--- config.mk ---
export PLATFORM = sky130hd
export DESIGN_NAME = neureka_stream_demux_sched_flat
export DESIGN_NICKNAME = d
export VERILOG_FILES = /design/src/rtl/neureka_stream_demux_sched_pkg.sv /design/src/rtl/neureka_stream_demux_sched_if.sv /design/src/rtl/neureka_stream_demux_sched_chan_fifo.sv /design/src/rtl/neureka_stream_demux_sched.sv /design/src/flat_wrapper.sv
export SDC_FILE = /design/constraint.sdc
export NUM_CORES = 2
export LEC_CHECK = 0
export BUFFER_PORTS_ARGS = -buffer_cell sky130_fd_sc_hd__clkbuf_2
export CAP_MARGIN = 20
export CORE_AREA = 2 2 663 665
export DETAILED_ROUTE_END_ITERATION = 8
export DIE_AREA = 0 0 665 667
export GPL_ROUTABILITY_DRIVEN = 0
export PLACE_DENSITY_LB_ADDON = 0.12
export SKIP_CTS_REPAIR_TIMING = 1
export SLEW_MARGIN = 10
export SYNTH_ARGS = -nofsm -noshare
export SYNTH_HDL_FRONTEND = slang
export SYNTH_SLANG_ARGS = --single-unit
export TNS_END_PERCENT = 100
--- constraint.sdc ---
create_clock -name clk_i -period 31.4 [get_ports clk_i]
set_input_delay 4.71 -clock clk_i [delete_from_list [all_inputs] [get_ports clk_i]]
set_output_delay 4.71 -clock clk_i [all_outputs]
set_load 0.05 [all_outputs]
--- src/rtl/neureka_stream_demux_sched_pkg.sv ---
// neureka_stream_demux_sched_pkg: shared types and channel-rotation helper for the load-stream demux scheduler
package neureka_stream_demux_sched_pkg;
  localparam int unsigned MAX_CH = 8;
  localparam int unsigned MAX_CW = 3;
  localparam int unsigned MAX_LENW = 16;
  typedef enum logic {SCHED_STATIC = 1'b0, SCHED_INTERLEAVE = 1'b1} sched_mode_e;
  typedef struct packed {
    logic start;
    sched_mode_e mode;
    logic [MAX_CW-1:0] sel;
    logic [MAX_CH-1:0] ch_mask;
    logic [MAX_LENW-1:0] burst_len;
    logic [MAX_LENW-1:0] tot_len;
  } demux_sched_ctrl_t;
  typedef struct packed {
    logic busy;
    logic done;
    logic [MAX_CW-1:0] cur_ch;
    logic [MAX_CH-1:0] fifo_empty;
    logic [MAX_CH-1:0] fifo_full;
  } demux_sched_flags_t;
  // Next set bit strictly above cur, wrapping; returns cur when it is the only candidate.
  function automatic logic [MAX_CW-1:0] next_ch(input logic [MAX_CH-1:0] mask, input logic [MAX_CW-1:0] cur);
    logic [MAX_CW-1:0] r;
    logic [MAX_CW-1:0] idx;
    logic hit;
    r = cur;
    hit = 1'b0;
    for (int i = 1; i <= int'(MAX_CH); i++) begin
      idx = cur + MAX_CW'(i);
      if (!hit && mask[idx]) begin
        r = idx;
        hit = 1'b1;
      end
    end
    return r;
  endfunction
endpackage

--- src/rtl/neureka_stream_demux_sched_if.sv ---
// neureka_stream_demux_sched_if: shared push stream and per-channel pop streams of the demux scheduler
interface neureka_stream_demux_sched_if #(
  parameter int unsigned DW = 288,
  parameter int unsigned NB_CH = 4
);
  logic [DW-1:0] push_data;
  logic [DW/8-1:0] push_strb;
  logic push_valid;
  logic push_ready;
  logic [NB_CH*DW-1:0] pop_data;
  logic [NB_CH*DW/8-1:0] pop_strb;
  logic [NB_CH-1:0] pop_valid;
  logic [NB_CH-1:0] pop_ready;
  modport master (
    output push_data, push_strb, push_valid, pop_ready,
    input push_ready, pop_data, pop_strb, pop_valid
  );
  modport slave (
    input push_data, push_strb, push_valid, pop_ready,
    output push_ready, pop_data, pop_strb, pop_valid
  );
endinterface

--- src/rtl/neureka_stream_demux_sched_chan_fifo.sv ---
// neureka_stream_demux_sched_chan_fifo: single-channel registered data/strobe FIFO with sync clear
module neureka_stream_demux_sched_chan_fifo #(
  parameter int unsigned DW = 288,
  parameter int unsigned DEPTH = 2
) (
  input  logic clk_i,
  input  logic rst_i,
  input  logic clr_i,
  input  logic push_i,
  input  logic [DW-1:0] data_i,
  input  logic [DW/8-1:0] strb_i,
  input  logic pop_i,
  output logic [DW-1:0] data_o,
  output logic [DW/8-1:0] strb_o,
  output logic full_o,
  output logic empty_o
);
  localparam int unsigned AW = DEPTH > 1 ? $clog2(DEPTH) : 1;
  localparam int unsigned CNTW = $clog2(DEPTH + 1);
  logic [DW+DW/8-1:0] mem_q [DEPTH];
  logic [AW-1:0] wr_q, rd_q;
  logic [CNTW-1:0] cnt_q;
  logic do_push, do_pop;
  assign full_o = cnt_q == CNTW'(DEPTH);
  assign empty_o = cnt_q == '0;
  assign do_push = push_i & ~full_o;
  assign do_pop = pop_i & ~empty_o;
  // An empty FIFO presents zeros so stale entries never leak onto the bus.
  assign {data_o, strb_o} = empty_o ? '0 : mem_q[rd_q];
  always_ff @(posedge clk_i) begin
    if (rst_i || clr_i) begin
      wr_q <= '0;
      rd_q <= '0;
      cnt_q <= '0;
    end else begin
      if (do_push) mem_q[wr_q] <= {data_i, strb_i};
      if (do_push) wr_q <= wr_q == AW'(DEPTH - 1) ? '0 : wr_q + AW'(1);
      if (do_pop) rd_q <= rd_q == AW'(DEPTH - 1) ? '0 : rd_q + AW'(1);
      cnt_q <= cnt_q + CNTW'(do_push) - CNTW'(do_pop);
    end
  end
endmodule

--- src/rtl/neureka_stream_demux_sched.sv ---
// neureka_stream_demux_sched: N-way load-stream demux with per-channel FIFOs, static/interleaved burst scheduling and job tracking
module neureka_stream_demux_sched
  import neureka_stream_demux_sched_pkg::*;
#(
  parameter int unsigned DW = 288,
  parameter int unsigned NB_CH = 4,
  parameter int unsigned FIFO_DEPTH = 2,
  parameter int unsigned LENW = 16,
  parameter int unsigned CW = $clog2(NB_CH)
) (
  input  logic clk_i,
  input  logic rst_i,
  input  logic clear_i,
  input  logic enable_i,
  input  logic start_i,
  input  logic mode_i,
  input  logic [CW-1:0] sel_i,
  input  logic [NB_CH-1:0] ch_mask_i,
  input  logic [LENW-1:0] burst_len_i,
  input  logic [LENW-1:0] tot_len_i,
  neureka_stream_demux_sched_if.slave bus,
  output logic [CW-1:0] cur_ch_o,
  output logic busy_o,
  output logic done_o,
  output logic [NB_CH-1:0] fifo_empty_o,
  output logic [NB_CH-1:0] fifo_full_o
);
  localparam logic [1:0] IDLE = 2'd0, RUN = 2'd1, DRAIN = 2'd2;
  logic [1:0] state_q, state_d;
  sched_mode_e mode_q, mode_d;
  logic [LENW-1:0] tot_q, tot_d, blen_q, blen_d, beat_q, beat_d, burst_q, burst_d;
  logic [CW-1:0] cur_q, cur_d, nxt_ch, first_ch;
  logic [NB_CH-1:0] full, empty, push_k, pop_k;
  logic [MAX_CH-1:0] mask8;
  logic ch_ok, accept, last_beat, last_burst, start_ok, all_empty;
  assign mask8 = MAX_CH'(ch_mask_i);
  assign nxt_ch = CW'(next_ch(mask8, MAX_CW'(cur_q)));
  assign first_ch = CW'(next_ch(mask8, MAX_CW'(MAX_CH - 1)));
  assign ch_ok = mode_q == SCHED_STATIC || ch_mask_i[cur_q];
  // Full comes from registered occupancy, so a pop on a full FIFO cannot admit a beat the same cycle.
  assign bus.push_ready = enable_i & (state_q == RUN) & ~full[cur_q] & ch_ok;
  assign accept = bus.push_ready & bus.push_valid;
  assign last_beat = beat_q == tot_q - LENW'(1);
  assign last_burst = burst_q == blen_q - LENW'(1);
  assign start_ok = start_i && tot_len_i != '0 && !(mode_i && ch_mask_i == '0);
  assign all_empty = &empty;
  assign done_o = enable_i & (state_q == DRAIN) & all_empty;
  assign busy_o = state_q != IDLE;
  assign cur_ch_o = cur_q;
  assign fifo_empty_o = empty;
  assign fifo_full_o = full;
  assign bus.pop_valid = {NB_CH{enable_i}} & ~empty;
  always_comb begin
    state_d = state_q;
    mode_d = mode_q;
    tot_d = tot_q;
    blen_d = blen_q;
    beat_d = beat_q;
    burst_d = burst_q;
    cur_d = cur_q;
    if (enable_i && state_q == IDLE && start_ok) begin
      state_d = RUN;
      mode_d = mode_i ? SCHED_INTERLEAVE : SCHED_STATIC;
      tot_d = tot_len_i;
      blen_d = burst_len_i == '0 ? LENW'(1) : burst_len_i;
      beat_d = '0;
      burst_d = '0;
      cur_d = mode_i ? first_ch : sel_i;
    end else if (enable_i && state_q == RUN) begin
      beat_d = accept ? beat_q + LENW'(1) : beat_q;
      state_d = accept && last_beat ? DRAIN : RUN;
      if (mode_q == SCHED_STATIC) begin
        cur_d = sel_i;
      end else if (!ch_mask_i[cur_q]) begin
        cur_d = nxt_ch;
        burst_d = '0;
      end else if (accept) begin
        cur_d = last_burst ? nxt_ch : cur_q;
        burst_d = last_burst ? '0 : burst_q + LENW'(1);
      end
    end else if (enable_i && state_q == DRAIN && all_empty) begin
      state_d = IDLE;
    end
  end
  always_ff @(posedge clk_i) begin
    if (rst_i || clear_i) begin
      state_q <= IDLE;
      mode_q <= SCHED_STATIC;
      tot_q <= '0;
      blen_q <= '0;
      beat_q <= '0;
      burst_q <= '0;
      cur_q <= '0;
    end else begin
      state_q <= state_d;
      mode_q <= mode_d;
      tot_q <= tot_d;
      blen_q <= blen_d;
      beat_q <= beat_d;
      burst_q <= burst_d;
      cur_q <= cur_d;
    end
  end
  for (genvar k = 0; k < NB_CH; k++) begin : g_ch
    assign push_k[k] = accept & (cur_q == CW'(k));
    assign pop_k[k] = bus.pop_valid[k] & bus.pop_ready[k];
    neureka_stream_demux_sched_chan_fifo #(.DW(DW), .DEPTH(FIFO_DEPTH)) i_fifo (
      .clk_i  (clk_i),
      .rst_i  (rst_i),
      .clr_i  (clear_i),
      .push_i (push_k[k]),
      .data_i (bus.push_data),
      .strb_i (bus.push_strb),
      .pop_i  (pop_k[k]),
      .data_o (bus.pop_data[k*DW +: DW]),
      .strb_o (bus.pop_strb[k*(DW/8) +: DW/8]),
      .full_o (full[k]),
      .empty_o(empty[k])
    );
  end
endmodule

--- src/flat_wrapper.sv ---
// flat-port wrapper written by rule: the top's interface ports become plain ports
module neureka_stream_demux_sched_flat import neureka_stream_demux_sched_pkg::*;
#(
  parameter int unsigned DW = 288,
  parameter int unsigned NB_CH = 4,
  parameter int unsigned FIFO_DEPTH = 2,
  parameter int unsigned LENW = 16,
  parameter int unsigned CW = $clog2(NB_CH)
)
  (clk_i, rst_i, clear_i, enable_i, start_i, mode_i, sel_i, ch_mask_i, burst_len_i, tot_len_i, cur_ch_o, busy_o, done_o, fifo_empty_o, fifo_full_o, bus_push_data, bus_push_strb, bus_push_valid, bus_pop_ready, bus_push_ready, bus_pop_data, bus_pop_strb, bus_pop_valid);
  neureka_stream_demux_sched_if #(.DW(DW), .NB_CH(NB_CH)) bus_i ();
  input  logic clk_i;
  input  logic rst_i;
  input  logic clear_i;
  input  logic enable_i;
  input  logic start_i;
  input  logic mode_i;
  input  logic [CW-1:0] sel_i;
  input  logic [NB_CH-1:0] ch_mask_i;
  input  logic [LENW-1:0] burst_len_i;
  input  logic [LENW-1:0] tot_len_i;
  output logic [CW-1:0] cur_ch_o;
  output logic busy_o;
  output logic done_o;
  output logic [NB_CH-1:0] fifo_empty_o;
  output logic [NB_CH-1:0] fifo_full_o;
  input wire logic [$bits(bus_i.push_data)-1:0] bus_push_data;
  input wire logic [$bits(bus_i.push_strb)-1:0] bus_push_strb;
  input wire logic [$bits(bus_i.push_valid)-1:0] bus_push_valid;
  input wire logic [$bits(bus_i.pop_ready)-1:0] bus_pop_ready;
  output wire logic [$bits(bus_i.push_ready)-1:0] bus_push_ready;
  output wire logic [$bits(bus_i.pop_data)-1:0] bus_pop_data;
  output wire logic [$bits(bus_i.pop_strb)-1:0] bus_pop_strb;
  output wire logic [$bits(bus_i.pop_valid)-1:0] bus_pop_valid;
  assign bus_i.push_data = bus_push_data;
  assign bus_i.push_strb = bus_push_strb;
  assign bus_i.push_valid = bus_push_valid;
  assign bus_i.pop_ready = bus_pop_ready;
  assign bus_push_ready = bus_i.push_ready;
  assign bus_pop_data = bus_i.pop_data;
  assign bus_pop_strb = bus_i.pop_strb;
  assign bus_pop_valid = bus_i.pop_valid;
  neureka_stream_demux_sched #(.DW(DW), .NB_CH(NB_CH), .FIFO_DEPTH(FIFO_DEPTH), .LENW(LENW), .CW(CW)) u_core (.clk_i(clk_i), .rst_i(rst_i), .clear_i(clear_i), .enable_i(enable_i), .start_i(start_i), .mode_i(mode_i), .sel_i(sel_i), .ch_mask_i(ch_mask_i), .burst_len_i(burst_len_i), .tot_len_i(tot_len_i), .bus(bus_i), .cur_ch_o(cur_ch_o), .busy_o(busy_o), .done_o(done_o), .fifo_empty_o(fifo_empty_o), .fifo_full_o(fifo_full_o));
endmodule
==> Implementation_results.wiki <==
{| class="wikitable"
! Metric !! Value
|-
| Max cap viols || 0
|-
| Final setup violating endpoints || 0
|-
| Tightest Pin Transition || 1.13 ns
|-
| Source-to-sink clock delay at the later pin of the worst-skew pair || slightly above 0.9 ns
|-
| Maximum clock frequency || just over 90 MHz
|-
| Synthesized-area fraction occupied by ao, oa, aoi and oai cells || 0.412%
|-
| Port Buffer Count || around 1,700
|-
| Dominant combinational cell family by area after synthesis || multiplexers
|-
| Total wire length || 401,000 um
|-
| Maximum number of pins on one net before global-route repair || 99
|-
| Post-Place Cells || 13,300
|-
| Status || finished clean
|-
| Area overhead of the layout relative to synthesis || 24.8%
|-
| Number of vias per cell || 4.31
|-
| Clock sink count || about 2,700
|-
| Cell count after synthesis || 6,095
|-
| Gate power share || 1.7%
|-
| Type of origin of the critical path || input pin
|-
| Headroom to the max-slew limit || 25.0%
|-
| Crit path time final || 10.75 ns
|-
| Final nets || 8,283
|-
| Areal power density over the cells || 59.6 nW/um^2
|-
| Crit Path Category || input pin to primary output
|-
| Number of core rows || 243
|-
| Seq/Total Area, Yosys || 78.0%
|-
| Wire length of the first global-routing pass || 534,000 um
|-
| Share of the synthesized area in the top cell type || 76.3%
|-
| Worst slack, placed || 20.71 ns
|-
| Root Buffer Master || sky130_fd_sc_hd__clkbuf_16
|-
| Antenna violations before repair || 85
|-
| Mux share of post-synthesis cell area || between 10% and 20%
|-
| Via total after detailed routing || 59,900
|-
| Top flip-flop cell by instance count after synthesis || sky130_fd_sc_hd__edfxtp_1
|-
| Power share of the sequential group || 51.7%
|-
| Placed wire-length estimate || 276,000 um
|-
| Total placed instance area || ~120,000 um^2
|-
| Switch share || 21.3%
|-
| Async set-reset flop share out of synthesis || 0%
|-
| Max IR drop VDD || 0.0436 mV
|-
| Final worst clock skew || around 0.07 ns
|-
| Width of the chip || 665 um
|-
| Area enclosed by the die boundary || 444,000 um^2
|-
| Maximum fanout along the worst path || 5
|-
| Boundary pin count || 1,686
|-
| Data required time of the critical path || 26.69 ns
|-
| Number of nets still failing antenna checks after routing || 0
|-
| Initial detailed-routing violation count || between 4,000 and 5,000
|-
| Clock tree from TritonCTS || done
|-
| Sw power || 1620 uW
|-
| Initial core utilization || 23.4%
|-
| Vert. Die Dim || 667 um
|-
| Post-Route Hold Slack || approximately 0.5 ns
|-
| Hold Crit Class || flop to flop
|-
| Seq cells post-synth || 2,681
|-
| Total Neg Setup Slack || 0 ns
|-
| Fraction of synthesized cell area in xor and xnor cells || less than 1%
|-
| Final number of hold-violating endpoints || 0
|-
| Post-route insts no fill || about 14,000
|-
| Most used standard cells in the synthesized netlist || 2,592 x sky130_fd_sc_hd__edfxtp_1, 1,399 x sky130_fd_sc_hd__nor2_1, 1,335 x sky130_fd_sc_hd__mux2i_1
|-
| GRT overflow || 0
|-
| Net Count, Synth || ~6,500
|-
| Max H-tree Level || 5
|-
| Global routing usage summed across all routing layers || approximately 17%
|-
| Fraction of final layout cells with drive strength greater than 1 || 27.6%
|-
| Final worst-path cycle share || 34.2%
|-
| Synthesized-area fraction occupied by and/or/nand/nor cells || 6.17%
|-
| Core region area || 437,000 um^2
|-
| Number of warnings reported in the yosys synthesis log || 0
|-
| Clk pin slew, worst setup/hold paths || 0.06 ns
|-
| Setup repair after global routing missed its margin || no
|-
| Cell with the most instances after synthesis || sky130_fd_sc_hd__edfxtp_1
|-
| Setup slack of the critical path after layout || 20.65 ns
|-
| Number of buffers added by the clock tree synthesis step || between 300 and 400
|-
| Post-detailed-route wirelength per cell || 28.8 um
|-
| Netlist cell types || 59
|-
| Combined area of all synthesized cells || 102,000 um^2
|-
| Drc violations || 0
|-
| Pre-antenna DRT Iters || 7
|-
| Number of enable flip-flop cells after synthesis || 2,592
|-
| Max-slew violation total from the final report || 0
|-
| Fraction of the mapped netlist area in adder cells || 0.196%
|-
| Crit path DAT || 6.04 ns
|-
| Sort of element at the end of the critical path || primary output
|-
| Maximum root-to-sink buffer count || 4
|-
| Library cell occupying the most area in the post-synthesis netlist || sky130_fd_sc_hd__edfxtp_1
|-
| Leading post-synthesis cells by cell area || sky130_fd_sc_hd__edfxtp_1 76%, sky130_fd_sc_hd__mux2i_1 13%, sky130_fd_sc_hd__nor2_1 5.1%
|-
| Design internal power || 5970 uW
|-
| Leakage power figure || 0.0425 uW
|-
| Number of global-route vias before repair || 60,800
|-
| Clock network fraction of total power || 46.6%
|-
| Post-route cell area || 127,000 um^2
|-
| Average cell area after synthesis || ~17 um^2
|}
==> worst paths after layout <==
kind,startpoint,to,slack (ns),cells after the start
hold reg to reg,u_core.burst_q[1],u_core.burst_q[1],0.50,2
hold / removal,u_core.burst_q[1],u_core.burst_q[1],0.50,2
setup reg to reg,u_core.cur_ch_o[0],u_core.g_ch[1].i_fifo.mem_q[1][219],25.42,10
setup / recovery,ch_mask_i[3],bus_push_ready,20.65,5
==> routing by layer <==
metal  routed length [um]  share of wire (%)  vias up  global-route usage, %
li1                     -                  -    26200                      -
met3                19400                4.8      522                   2.96
met2               203000                 51     1829                   30.7
met1               167000                 42    31300                   21.5
met4                11500                2.9        4                   4.68
met5                   23             0.0057        -                      0
==> cell usage in the layout, fill, tap and decap left out, drive strengths merged, types with 4 or more instances in the layout <==
| cell | instances |
|---|---|
| nand2b | 4 |
| xnor2 | 45 |
| a211oi | 4 |
| nand2 | 29 |
| dfxtp | 89 |
| nand3b | 7 |
| nor4 | 14 |
| o21ai | 17 |
| xor2 | 36 |
| clkbuf | 2090 |
| diode | 17 |
| nand4 | 14 |
| edfxtp | 2592 |
| and3 | 11 |
| nor3b | 4 |
| or2 | 8 |
| nor4b | 4 |
| ha | 16 |
| nor2b | 9 |
| mux2i | 1335 |
| and2 | 11 |
| nor2 | 1399 |
| mux4 | 4 |
| nand3 | 18 |
| clkinv | 128 |
| bufinv | 14 |
| a31oi | 5 |
| inv | 45 |
| nor3 | 21 |
| a21oi | 13 |
| or3 | 7 |
| buf | 109 |
==> power by group through the flow <==
stage               clock [uW]  sequential [uW]  combinational, uW
floorplan                    0             4000               32.5
global placement             0             4000                129
detailed placement           0             4000                133
CTS                       3640             3920                133
global route              3760             3920                140
finish                    3540             3920                131
==> metrics by stage <==
step	power [uW]	util, %
6_report	7590	29.2
5_1_grt	7830	29.2
4_1_cts	7700	29.2
3_5_place_dp	4130	26.9
3_3_place_gp	4130	26.9
2_1_floorplan	4030	-
==> layout make-up <==
type                       count  area, um^2
timing repair buffer        1794        9400
tap                         5757        7200
inverter                      29         131
multi-input combinational   3067       21100
antenna                       17        42.5
fill                       44200      309000
clock inverter               161        1350
clock buffer                 405        8430
sequential                  2681       79600
==> worst max-delay path: stages <==
cell and delay [ns]:
sky130_fd_sc_hd__clkbuf_2 0.13, sky130_fd_sc_hd__mux4_2 0.53, sky130_fd_sc_hd__o21ai_0 0.29, sky130_fd_sc_hd__nor2_1 0.12, sky130_fd_sc_hd__clkbuf_2 0.25
==> registers in the layout (all words and copies together) (netlist names), named ones only <==
register and count:
u_core.g_ch.i_fifo.mem_q 2592, u_core.g_ch.i_fifo.wr_q 4, u_core.tot_q 16, u_core.state_q 2, u_core.mode_q 1, u_core.burst_q 16
u_core.g_ch.i_fifo.cnt_q 8, u_core.cur_ch_o 2, u_core.beat_q 16, u_core.blen_q 16, u_core.g_ch.i_fifo.rd_q 4
==> logic make-up after synthesis <==
group / Yosys count
compound gates: 59
xor+xnor: 81
fa+ha+maj: 16
buf+inv: 347
flops: 2681
mux: 1340
simple gates: 1571
Power figures use the tool's default switching activity.
